==> src/rtl/mux_arb_pkg.sv <==
// rtl/mux_arb_pkg.sv - shared types and round-robin pick function for mux_rr_arbiter
//
// Purpose : arbiter FSM state enum plus rr_pick(), a rotating-priority
//           first-set-bit search usable for any requester count up to
//           ARB_MAX_REQ.
// Contents: arb_state_t, rr_pick_t, rr_pick()
package mux_arb_pkg;

  typedef enum logic {
    IDLE  = 1'b0,
    GRANT = 1'b1
  } arb_state_t;

  // rr_pick works on a fixed-width view so one function serves every NUM_REQ.
  localparam int ARB_MAX_REQ = 32;
  localparam int ARB_IDX_W   = 5;

  typedef struct packed {
    logic                 any;
    logic [ARB_IDX_W-1:0] idx;
  } rr_pick_t;

  // Search ptr, ptr+1, ... wrapping at num_req; first set bit wins.
  // ptr < num_req, so a single conditional subtract implements the wrap.
  function automatic rr_pick_t rr_pick(input logic [ARB_MAX_REQ-1:0] req,
                                       input logic [ARB_IDX_W-1:0]   ptr,
                                       input int                     num_req);
    rr_pick_t res;
    int       cand;
    res.any = 1'b0;
    res.idx = '0;
    for (int off = 0; off < ARB_MAX_REQ; off++) begin
      cand = 32'(ptr) + off;
      if (cand >= num_req) begin
        cand = cand - num_req;
      end
      if ((off < num_req) && !res.any && req[cand]) begin
        res.any = 1'b1;
        res.idx = cand[ARB_IDX_W-1:0];
      end
    end
    return res;
  endfunction

endpackage

==> src/rtl/mux_nto1.sv <==
// rtl/mux_nto1.sv - parameterised N:1 combinational data multiplexer
//
// Purpose: selects one DATA_W word out of NUM_REQ packed words.
// Ports  : i_data [NUM_REQ*DATA_W] packed inputs, word i at [i*DATA_W +: DATA_W]
//          i_sel  [SEL_W]          select index
//          o_data [DATA_W]         selected word (0 for an out-of-range index)
module mux_nto1 #(
  parameter  int NUM_REQ = 4,
  parameter  int DATA_W  = 8,
  localparam int SEL_W   = $clog2(NUM_REQ)
) (
  input  logic [NUM_REQ*DATA_W-1:0] i_data,
  input  logic [SEL_W-1:0]          i_sel,
  output logic [DATA_W-1:0]         o_data
);

  always_comb begin
    o_data = '0;
    for (int i = 0; i < NUM_REQ; i++) begin
      if (i_sel == SEL_W'(i)) begin
        o_data = i_data[i*DATA_W +: DATA_W];
      end
    end
  end

endmodule

==> src/rtl/mux_rr_arbiter.sv <==
// rtl/mux_rr_arbiter.sv - round-robin arbiter sharing one N:1 mux with bounded bursts
//
// Purpose: grants a shared output mux to one requester at a time, holds the
//          grant for at most MAX_HOLD beats, then releases through a one-cycle
//          idle bubble in which the next owner is chosen round-robin.
// Ports  : clk        clock, rising edge
//          rst        synchronous active-high reset
//          req        per-requester request
//          data       packed requester data, requester i at [i*DATA_W +: DATA_W]
//          gnt        registered one-hot grant, zero when idle
//          out_sel    registered index of the granted requester
//          out_data   selected data while granted, else 0
//          out_valid  granted requester is still requesting
//          out_ready  downstream accept
module mux_rr_arbiter
  import mux_arb_pkg::*;
#(
  parameter  int NUM_REQ  = 4,
  parameter  int DATA_W   = 8,
  parameter  int MAX_HOLD = 4,
  localparam int SEL_W    = $clog2(NUM_REQ)
) (
  input  logic                      clk,
  input  logic                      rst,
  input  logic [NUM_REQ-1:0]        req,
  input  logic [NUM_REQ*DATA_W-1:0] data,
  output logic [NUM_REQ-1:0]        gnt,
  output logic [SEL_W-1:0]          out_sel,
  output logic [DATA_W-1:0]         out_data,
  output logic                      out_valid,
  input  logic                      out_ready
);

  localparam int HOLD_W = $clog2(MAX_HOLD + 1);

  arb_state_t          r_state;
  logic [NUM_REQ-1:0]  r_gnt;
  logic [SEL_W-1:0]    r_sel;
  logic [SEL_W-1:0]    r_ptr;
  logic [HOLD_W-1:0]   r_beat_cnt;

  arb_state_t          w_state_nxt;
  logic [NUM_REQ-1:0]  w_gnt_nxt;
  logic [SEL_W-1:0]    w_sel_nxt;
  logic [SEL_W-1:0]    w_ptr_nxt;
  logic [HOLD_W-1:0]   w_beat_cnt_nxt;

  rr_pick_t            w_pick;
  logic                w_req_sel;
  logic                w_beat;
  logic                w_last_beat;
  logic [SEL_W-1:0]    w_sel_inc;
  logic [DATA_W-1:0]   w_mux_data;

  assign w_pick      = rr_pick(ARB_MAX_REQ'(req), ARB_IDX_W'(r_ptr), NUM_REQ);
  assign w_req_sel   = req[r_sel];
  assign w_beat      = (r_state == GRANT) && w_req_sel && out_ready;
  assign w_last_beat = (r_beat_cnt == HOLD_W'(MAX_HOLD - 1));
  // Explicit wrap so non-power-of-two NUM_REQ never yields an index >= NUM_REQ.
  assign w_sel_inc   = (r_sel == SEL_W'(NUM_REQ - 1)) ? '0 : r_sel + SEL_W'(1);

  always_comb begin
    w_state_nxt    = r_state;
    w_gnt_nxt      = r_gnt;
    w_sel_nxt      = r_sel;
    w_ptr_nxt      = r_ptr;
    w_beat_cnt_nxt = r_beat_cnt;
    case (r_state)
      IDLE: begin
        if (w_pick.any) begin
          w_state_nxt    = GRANT;
          w_sel_nxt      = SEL_W'(w_pick.idx);
          w_gnt_nxt      = NUM_REQ'(ARB_MAX_REQ'(1) << w_pick.idx);
          w_beat_cnt_nxt = '0;
        end
      end
      GRANT: begin
        // Owner dropping its request and a final beat both land here, so a
        // coincident pair is a single release.
        if (!w_req_sel || (w_beat && w_last_beat)) begin
          w_state_nxt    = IDLE;
          w_gnt_nxt      = '0;
          w_ptr_nxt      = w_sel_inc;
          w_beat_cnt_nxt = '0;
        end else if (w_beat) begin
          w_beat_cnt_nxt = r_beat_cnt + HOLD_W'(1);
        end
      end
      default: begin
        w_state_nxt = IDLE;
        w_gnt_nxt   = '0;
      end
    endcase
  end

  always_ff @(posedge clk) begin
    if (rst) begin
      r_state    <= IDLE;
      r_gnt      <= '0;
      r_sel      <= '0;
      r_ptr      <= '0;
      r_beat_cnt <= '0;
    end else begin
      r_state    <= w_state_nxt;
      r_gnt      <= w_gnt_nxt;
      r_sel      <= w_sel_nxt;
      r_ptr      <= w_ptr_nxt;
      r_beat_cnt <= w_beat_cnt_nxt;
    end
  end

  mux_nto1 #(
    .NUM_REQ (NUM_REQ),
    .DATA_W  (DATA_W)
  ) u_mux (
    .i_data (data),
    .i_sel  (r_sel),
    .o_data (w_mux_data)
  );

  assign gnt       = r_gnt;
  assign out_sel   = r_sel;
  assign out_valid = (r_state == GRANT) && w_req_sel;
  assign out_data  = (r_state == GRANT) ? w_mux_data : '0;

endmodule

==> config.mk <==
export PLATFORM = sky130hd
export DESIGN_NAME = mux_rr_arbiter
export DESIGN_NICKNAME = d
export VERILOG_FILES = /design/src/rtl/mux_arb_pkg.sv /design/src/rtl/mux_nto1.sv /design/src/rtl/mux_rr_arbiter.sv
export SDC_FILE = /design/constraint.sdc
export NUM_CORES = 1
export LEC_CHECK = 0
export CAP_MARGIN = 20
export CORE_MARGIN = 10
export CORE_UTILIZATION = 45
export CTS_CLUSTER_DIAMETER = 150
export DETAILED_ROUTE_END_ITERATION = 10
export PLACE_DENSITY = 0.86
export SLEW_MARGIN = 25
export SYNTH_ARGS = -nofsm -noshare
export SYNTH_HDL_FRONTEND = slang
export SYNTH_HIERARCHICAL = 1
export SYNTH_SLANG_ARGS = --single-unit
==> constraint.sdc <==
create_clock -name clk -period 5.7 [get_ports clk]
set_clock_uncertainty 0.2 [all_clocks]
set_input_delay 0.855 -clock clk [delete_from_list [all_inputs] [get_ports clk]]
set_output_delay 0.855 -clock clk [all_outputs]
set_load 0.01 [all_outputs]
==> out/metrics.csv, run 1 <==
stage,metric,value,unit
drt,wl_per_cell,18.06,µm
final_layout,synthToLayoutAreaGrowth,45.92,%
drt,drt-initial-drc-count,72,
final_layout,layout_commonest_cell,clkdlybuf4s50_1,
job,cap_violations,0,
drt,vias_per_cell,5.878,
synthesis,synth_area_leaders,"dfxtp_1 (20%), mux4_2 (15%), ha_1 (6.4%)",
place,dp_hpwl,3003,µm
pwr,switching_share,39.81,%
sta,slew_viol_final,0,
critical_path,arrival,2.81,ns
final_layout,num_antenna_cells,0,
global_routing,grt_pass1_vias,1132,
synthesis,synth.largest_area_cell,dfxtp_1,
sta,tightest_slew,0.6888,ns
drt,ant_nets,0,
clock_network,cts_setup_buffers,0,
critical_path,critPathSlowestCell,mux4_1,
critical_path,cpMostUsedCell,clkdlybuf4s50_1,
critical_path,cp-start-kind,input pin,
synthesis,synth-seq-area-share,20.36,%
pwr,power_frac_comb,61.7,%
die,initial_utilization,47.20,%
synthesis,synth-edff-count,0,
die,die_w,71.21,µm
critical_path,r2r_cells,7,
pwr,p_seq_share,26.6,%
global_routing,grt_pass1_wl,6016,µm
sta,setup_ws,1.840,ns
sta,rsz0062_at_grt,no,
die,die_h,71.21,µm
die,coreArea,2500,µm²
clock_network,cts_root_buffer,clkbuf_4,
pwr,ir_drop,0.0002254,V
synthesis,syn_inst,129,
final_layout,drive_gt1_share,9.714,%
min_path,worst_hold_path.num_cells,2,
clock_network,clkLatencyLatePin,0.28,ns
place,gp_congestion,0.8816,
drt,wirelength,3702,µm
critical_path,cp_top_family,buffers and inverters,
critical_path,critPathMaxStageDelay,0.63,ns
critical_path,cp.depth,4,
synthesis,synth_nets,174,
sta,hold_viol_final,0,
min_path,hp-class,flop to flop,
sta,relSlewSlack,54.02,%
synthesis,netlist_area,1180,µm²
drt,dr_total_vias,1205,
global_routing,grt_max_degree,15,
clock_network,clockBufferDepth,2,
pwr,powerDensity,339.8,nW/µm²
place,numPortBuffers,53,
sta,fin_crit,3.860,ns
critical_path,endpoint_kind,output pin,
sta,fin_hold_ws,0.2787,ns
critical_path,critPathRequiredTime,4.64,ns
synthesis,async_reset_ff_share,0,%
global_routing,grt_util_all_layers,14.32,%
pwr,p_int,352.1,µW
pwr,switching_power,232.9,µW
synthesis,yosys_warnings,6,
synthesis,ys_ff_latch,12,
pwr,p_leak,0.0006366,µW
sta,fmax,259.0,MHz
synthesis,synth.distinct_cells,45,
critical_path,cp.buffers_inverters,2,
clock_network,clkSinkCount,12,
pwr,clkPwrFrac,11.8,%
drt,drc,0,
critical_path,critPathKind,input pin to output pin,
final_layout,fin_nets,221,
clock_network,post_cts_resized,0,
synthesis,synth.avg_cell_area,9.146,µm²
die,fp-row-count,18,
drt,dr.pass1.iters,4,
synthesis,synth_top_area_share,20.36,%
critical_path,worstPathCellList,clkdlybuf4s50_1 -> mux4_1 -> and2_1 -> clkdlybuf4s50_1,
sta,fin_setup_tns,0,ns
clock_network,cts_hold_buf,0,
synthesis,ys.flop_type,dfxtp_1,
die,boundaryPins,54,
clock_network,cts_buffers,3,
final_layout,mostFrequentLayoutCells,"clkdlybuf4s50_1 (53), nor2_1 (13), dfxtp_1 (12)",
clock_network,cts_tree,done,
die,dieArea,5070,µm²
sta,fin_crit_sh,67.73,%
global_routing,grt_overflow_total,0,
clock_network,clk_pin_slew,0.07,ns
place,place_ws,1.839,ns
run_status,outcome,finished clean,
critical_path,critPathMaxFanout,12,
global_routing,antenna_found_initial,0,
sta,finalSetupViolCount,0,
clock_network,cts_max_level,1,
worst min-delay path, delay by kind of cell, from the launching register on:
kind	cells	cell delay, ns
compound gates	1	0.06
flops	1	0.32
simple gates	1	0.06
power by group through the flow:
stage / combinational, µW / sequential [µW] / clock [µW]
after floorplan: 263 / 131 / 0
after global placement: 352 / 157 / 0
after detailed placement: 361 / 158 / 0
after CTS: 363 / 157 / 70.6
after global routing: 391 / 164 / 75.8
final: 361 / 155 / 68.8
layout make-up:
| type | count | area, µm² |
|---|---|---|
| Sequential cell | 12 | 240.2 |
| Timing Repair Buffer | 53 | 530.5 |
| Clock buffer | 4 | 36.28 |
| Multi-Input combinational cell | 101 | 858.3 |
| Fill cell | 211 | 778.2 |
| Inverter | 5 | 18.77 |
| Tap cell | 30 | 37.54 |
registers in the layout, indices dropped and copies added (netlist names):
signal and cells:
gnt 4, r_ptr 2, r_state 1, out_sel 2
r_beat_cnt 3
cell families after synthesis:
| logic type | after synthesis | synth area share, % |
|---|---|---|
| buffers and inverters | 16 | 6.892 |
| multiplexers | 13 | 20.89 |
| flip-flops | 12 | 20.36 |
| AND/OR/NAND/NOR | 50 | 23.12 |
| AO/OA/AOI/OAI | 32 | 22.38 |
| adder cells (fa/ha/maj) | 6 | 6.363 |
final timing paths:
path,start,end,slack (ns)
worst max-delay path,req[2],out_valid,1.84
worst min-delay path,gnt[0],gnt[0],0.28
worst max register to register,r_ptr[0],gnt[3],2.37
worst min register to register,gnt[0],gnt[0],0.28
per-layer routing:
metal	vias up	global-route usage, %	routed length, µm
met5	-	0	0
met4	0	3.871	38
met3	6	6.137	418
met2	68	21.67	1575
met1	548	18.08	1669
li1	583	-	-
through the flow:
stage	utilization [%]	instances	total power [µW]	cell area, µm²
2_1_floorplan	-	129	393.8	1180
5_1_grt	68.87	205	631.4	1722
4_1_cts	68.87	205	590.0	1722
3_5_place_dp	67.42	201	520.0	1685
6_report	68.87	205	585.0	1722
3_3_place_gp	67.42	201	508.4	1685
Yosys cell counts (all sizes together), types with 4 or more instances:
cell / count
nand2: 8
mux4: 9
o31ai: 4
clkbuf: 6
inv: 5
dfxtp: 12
and2: 9
buf: 5
mux2i: 4
nand3: 7
ha: 6
a21oi: 8
nor2: 13
No activity file was read; power rests on OpenSTA's default activity.
==> inputs of run 2 (changes only) <==
Settings changed: CORE_UTILIZATION 45 to 41, PLACE_DENSITY 0.86 to 0.79.
Clock period 5.7 ns to 3.6 ns, I/O delays scaled along.
==> run 2 against run 1 <==
Effect of this change:
- via count fell by 0.33%
- first-iteration DRC count fell by 61%
- cell count is 2.0% higher
- non-clock buffer count increased by 4
- global-route usage down 0.66 points
- sequential power increased by 50%
- worst setup slack got worse by 1.4 ns
- total power is 57% higher
- critical path type unchanged
- largest power group unchanged
- highest routed layer unchanged
==> out/metrics.csv, run 2 (synthesis results as in run 1) <==
stage,metric,value,unit,change
die,boundaryPins,54,,unchanged
final_layout,layout_commonest_cell,clkdlybuf4s50_1,,
drt,wl_per_cell,18.00,µm,-0.30%
sta,relSlewSlack,66.61,%,+13 points
sta,fmax,312.7,MHz,
die,fp-row-count,19,,+1
final_layout,mostFrequentLayoutCells,"clkdlybuf4s50_1 (53), nor2_1 (13), dfxtp_1 (12)",,
sta,slew_viol_final,0,,unchanged
sta,fin_setup_tns,0,ns,unchanged
die,die_w,73.65,µm,+3.4%
sta,rsz0062_at_grt,no,,
final_layout,num_antenna_cells,0,,unchanged
sta,tightest_slew,0.5002,ns,-0.1886 ns
global_routing,grt_max_degree,15,,unchanged
clock_network,clockBufferDepth,2,,unchanged
critical_path,cp-start-kind,input pin,,
final_layout,num-fill-cells,253,,+20%
clock_network,cts_max_level,1,,unchanged
clock_network,clkSinkCount,12,,unchanged
critical_path,endpoint_kind,output pin,,
sta,fin_crit_sh,88.84,%,
global_routing,antenna_found_initial,0,,unchanged
clock_network,clkLatencyLatePin,0.27,ns,about the same
die,initial_utilization,42.79,%,-4.4 points
pwr,power,919.0,µW,+57%
critical_path,critPathMaxFanout,10,,-2
critical_path,arrival,2.46,ns,-0.35 ns
clock_network,cts_buffers,3,,unchanged
drt,drc,0,,unchanged
clock_network,cts_setup_buffers,0,,unchanged
job,cap_violations,0,,unchanged
sta,finalSetupViolCount,0,,unchanged
final_layout,synthToLayoutAreaGrowth,47.40,%,
place,placedCellCount,206,,+2.5%
clock_network,cts_root_buffer,clkbuf_4,,
final_layout,multiInputGateArea,858.3,µm²,unchanged
run_status,outcome,finished clean,,
global_routing,grt_overflow_total,0,,unchanged
place,numPortBuffers,53,,unchanged
final_layout,fin_nets,225,,+1.8%
die,dieArea,5424,µm²,+7.0%
critical_path,critPathKind,input pin to output pin,,
place,place_ws,0.4173,ns,-1.421 ns
global_routing,grt_pass1_vias,1252,,+11%
place,dp_hpwl,3121,µm,+3.9%
critical_path,critPathRequiredTime,2.86,ns,-1.78 ns
drt,wirelength,3763,µm,+1.6%
clock_network,cts_hold_buf,0,,unchanged
final_layout,final_cells,209,,+2.0%
pwr,powerDensity,528.4,nW/µm²,+56%
sta,hold_viol_final,0,,unchanged
pwr,p_leak,0.0006492,µW,+2.0%
drt,drt-initial-drc-count,28,,-61%
final_layout,seqCellArea,240.2,µm²,unchanged
global_routing,grt_pass1_wl,6030,µm,+0.23%
min_path,hp-class,flop to flop,,
die,coreArea,2758,µm²,+10%
sta,setup_ws,0.4017,ns,-1.438 ns
drt,dr_total_vias,1201,,-0.33%
clock_network,cts_tree,done,,
final_layout,drive_gt1_share,11.24,%,+1.5 points
drt,vias_per_cell,5.746,,-2.2%
final_layout,largest_reg_flops,4,,unchanged
drt,dr.pass1.iters,4,,unchanged
global_routing,grt_util_all_layers,13.66,%,-0.66 points
clock_network,clk_pin_slew,0.07,ns,about the same
pwr,ir_drop,0.0004386,V,+95%
die,die_h,73.65,µm,+3.4%
place,gp_congestion,0.8929,,+1.3%
drt,ant_nets,0,,unchanged
sta,fin_crit,3.198,ns,
clock_network,post_cts_resized,0,,unchanged
-- run 2: cell count changes in the layout (fill, tap and decap cells not counted) --
cell,delta
clkbuf_8,-1
buf_4,+4
-- run 2: layout make-up --
class                   instances  share of cell area (%)
clock buffers                   3                   1.295
flip-flops and latches         12                   13.81
inverters                       5                   1.079
repair buffers                 57                   32.23
multi-input cells             101                   49.35
well taps                      31                   2.230
-- run 2: final timing paths --
| check | start | endpoint | slack, ns | depth (start not counted) |
|---|---|---|---|---|
| setup / recovery | req[1] | out_valid | 0.40 | 4 |
| hold / removal | r_beat_cnt[1] | r_beat_cnt[1] | 0.27 | 2 |
| setup reg to reg | r_ptr[0] | gnt[1] | 0.44 | 7 |
| hold reg to reg | r_beat_cnt[1] | r_beat_cnt[1] | 0.27 | 2 |
-- run 2: where the power goes --
group	leakage (µW)	internal [µW]	switching, µW
Combinational	0.000537	343	262
Sequential	0.0000982	167	65.4
Clock	0.0000138	38.7	43.2
-- run 2: routing by layer --
layer,share of wire [%],vias to the layer above,global-route usage [%],routed length [µm]
li1,-,583,-,-
met1,41,567,15.08,1548
met2,50,49,24.91,1871
met3,8.8,2,4.711,332
met4,0.27,0,1.863,10
met5,0,-,0,0
-- run 2: stage by stage --
step | hold WS (ns) | instance area (µm²) | util, %
after CTS | 0.2748 | 1739 | 63.07
after global placement | 0.2579 | 1717 | 62.25
after floorplan | 0.2472 | 1180 | -
after detailed placement | 0.2648 | 1717 | 62.25
final | 0.2691 | 1739 | 63.07
after global routing | 0.3057 | 1739 | 63.07
-- run 2: worst max-delay path, stage by stage --
cell and delay [ns]:
clkdlybuf4s50_1 0.57, mux4_1 0.63, and2_1 0.22, clkdlybuf4s50_1 0.50
==> inputs of run 3 (changes only) <==
Settings changed: RECOVER_POWER set to 100.
==> run 3 against run 2 <==
Effect of this change:
- first-iteration DRC count is 29% higher
- die area stayed put
- critical path depth stayed put
- core utilization is 0.50 points lower
- fmax is 5.7% lower
- highest routed layer unchanged
- largest power group unchanged
- non-clock buffer count stayed put
- global-route usage stayed put
- total power is 2.4% lower
- routed wire length is 0.43% higher
==> out/metrics.csv, run 3 (synthesis results as in run 1) <==
stage,metric,value,unit,change
place,numPortBuffers,53,,unchanged
global_routing,grt_overflow_total,0,,unchanged
sta,hold_viol_final,0,,unchanged
clock_network,cts_root_buffer,clkbuf_4,,
sta,fin_setup_tns,0,ns,unchanged
drt,dr_total_vias,1213,,+1.0%
sta,fin_crit_sh,94.22,%,+5.4 points
global_routing,grt_pass1_wl,6030,µm,unchanged
die,dieArea,5424,µm²,unchanged
final_layout,multiInputGateArea,848.3,µm²,-1.2%
global_routing,antenna_found_initial,0,,unchanged
final_layout,synthToLayoutAreaGrowth,46.23,%,
final_layout,fin_nets,225,,unchanged
die,boundaryPins,54,,unchanged
die,die_h,73.65,µm,unchanged
clock_network,clkLatencyLatePin,0.27,ns,about the same
die,die_w,73.65,µm,unchanged
min_path,hp-class,flop to flop,,
sta,fin_crit,3.392,ns,+0.1937 ns
drt,vias_per_cell,5.804,,+1.0%
place,gp_congestion,0.8929,,unchanged
clock_network,clkSinkCount,12,,unchanged
pwr,ir_drop,0.0004332,V,-1.2%
critical_path,critPathMaxFanout,10,,unchanged
global_routing,grt_util_all_layers,13.66,%,unchanged
sta,finalSetupViolCount,0,,unchanged
pwr,p_leak,0.0006661,µW,+2.6%
die,coreArea,2758,µm²,unchanged
final_layout,drive_gt1_share,9.551,%,-1.7 points
critical_path,arrival,2.65,ns,+0.19 ns
final_layout,layout_commonest_cell,clkdlybuf4s50_1,,
clock_network,clk_pin_slew,0.07,ns,about the same
place,dp_hpwl,3121,µm,unchanged
pwr,power,896.9,µW,-2.4%
clock_network,cts_tree,done,,
critical_path,critPathRequiredTime,2.86,ns,about the same
clock_network,cts_buffers,3,,unchanged
sta,slew_viol_final,0,,unchanged
global_routing,grt_pass1_vias,1252,,unchanged
die,fp-row-count,19,,unchanged
final_layout,seqCellArea,240.2,µm²,unchanged
drt,dr.pass1.iters,4,,unchanged
critical_path,cp-start-kind,input pin,,
die,initial_utilization,42.79,%,unchanged
run_status,outcome,finished clean,,
final_layout,num-fill-cells,253,,unchanged
drt,wl_met1,1570,µm,+1.4%
final_layout,mostFrequentLayoutCells,"clkdlybuf4s50_1 (43), nor2_1 (13), dfxtp_1 (12)",,
drt,route.met2.wl,1866,µm,-0.27%
critical_path,critPathKind,input pin to output pin,,
sta,tightest_slew,0.5937,ns,+0.09353 ns
clock_network,cts_max_level,1,,unchanged
drt,wirelength,3779,µm,+0.43%
sta,relSlewSlack,60.06,%,-6.5 points
pwr,powerDensity,519.8,nW/µm²,-1.6%
final_layout,largest_reg_flops,4,,unchanged
min_path,worst_hold_path.num_cells,2,,unchanged
drt,wl_per_cell,18.08,µm,+0.43%
final_layout,num_antenna_cells,0,,unchanged
sta,fmax,294.8,MHz,-5.7%
sta,rsz0062_at_grt,no,,
drt,ant_nets,0,,unchanged
drt,drt-initial-drc-count,36,,+29%
sta,fin_hold_ws,0.2706,ns,+0.001500 ns
drt,route.top_layer_used,met4,,
global_routing,grt_max_degree,15,,unchanged
critical_path,endpoint_kind,output pin,,
critical_path,r2r_cells,7,,unchanged
drt,drc,0,,unchanged
final_layout,fin_util,62.57,%,-0.50 points
job,cap_violations,0,,unchanged
clock_network,clockBufferDepth,2,,unchanged
clock_network,cts_hold_buf,0,,unchanged
drt,met3_length,332,µm,unchanged
clock_network,cts_setup_buffers,0,,unchanged
clock_network,post_cts_resized,0,,unchanged
-- run 3: worst max-delay path, cell delays in order --
cell           delay [ns]
dlygate4sd3_1        0.67
mux4_1               0.61
and2_1               0.22
dlygate4sd3_1        0.62
-- run 3: power breakdown --
| part | switching [µW] | internal, µW |
|---|---|---|
| logic | 261 | 324 |
| registers | 64.3 | 167 |
| clock network | 42.2 | 38.7 |
-- run 3: final timing paths --
kind | startpoint | end | slack (ns)
setup / recovery | req[1] | out_valid | 0.21
hold / removal | r_beat_cnt[1] | r_beat_cnt[1] | 0.27
setup reg to reg | r_ptr[0] | gnt[3] | 0.44
hold reg to reg | r_beat_cnt[1] | r_beat_cnt[1] | 0.27
-- run 3: metrics by stage --
stage / worst slack [ns] / area, µm² / instances
finish: 0.2080 / 1725 / 209
global route: 0.1492 / 1725 / 209
CTS: 0.4175 / 1739 / 209
detailed placement: 0.4173 / 1717 / 206
global placement: 0.4695 / 1717 / 206
floorplan: 1.227 / 1180 / 129
-- run 3: cell type report --
cell class | instances | area share (%)
clock buffer | 3 | 1.305
inverter | 5 | 1.088
sequential | 12 | 13.92
tap | 31 | 2.248
timing repair buffer | 57 | 32.27
multi-input combinational | 101 | 49.17
-- run 3: routing by layer --
metal / up-vias / GRT usage (%)
met3: 2 / 4.711
met5: - / 0
met1: 577 / 15.08
met2: 48 / 24.91
met4: 0 / 1.863
li1: 586 / -
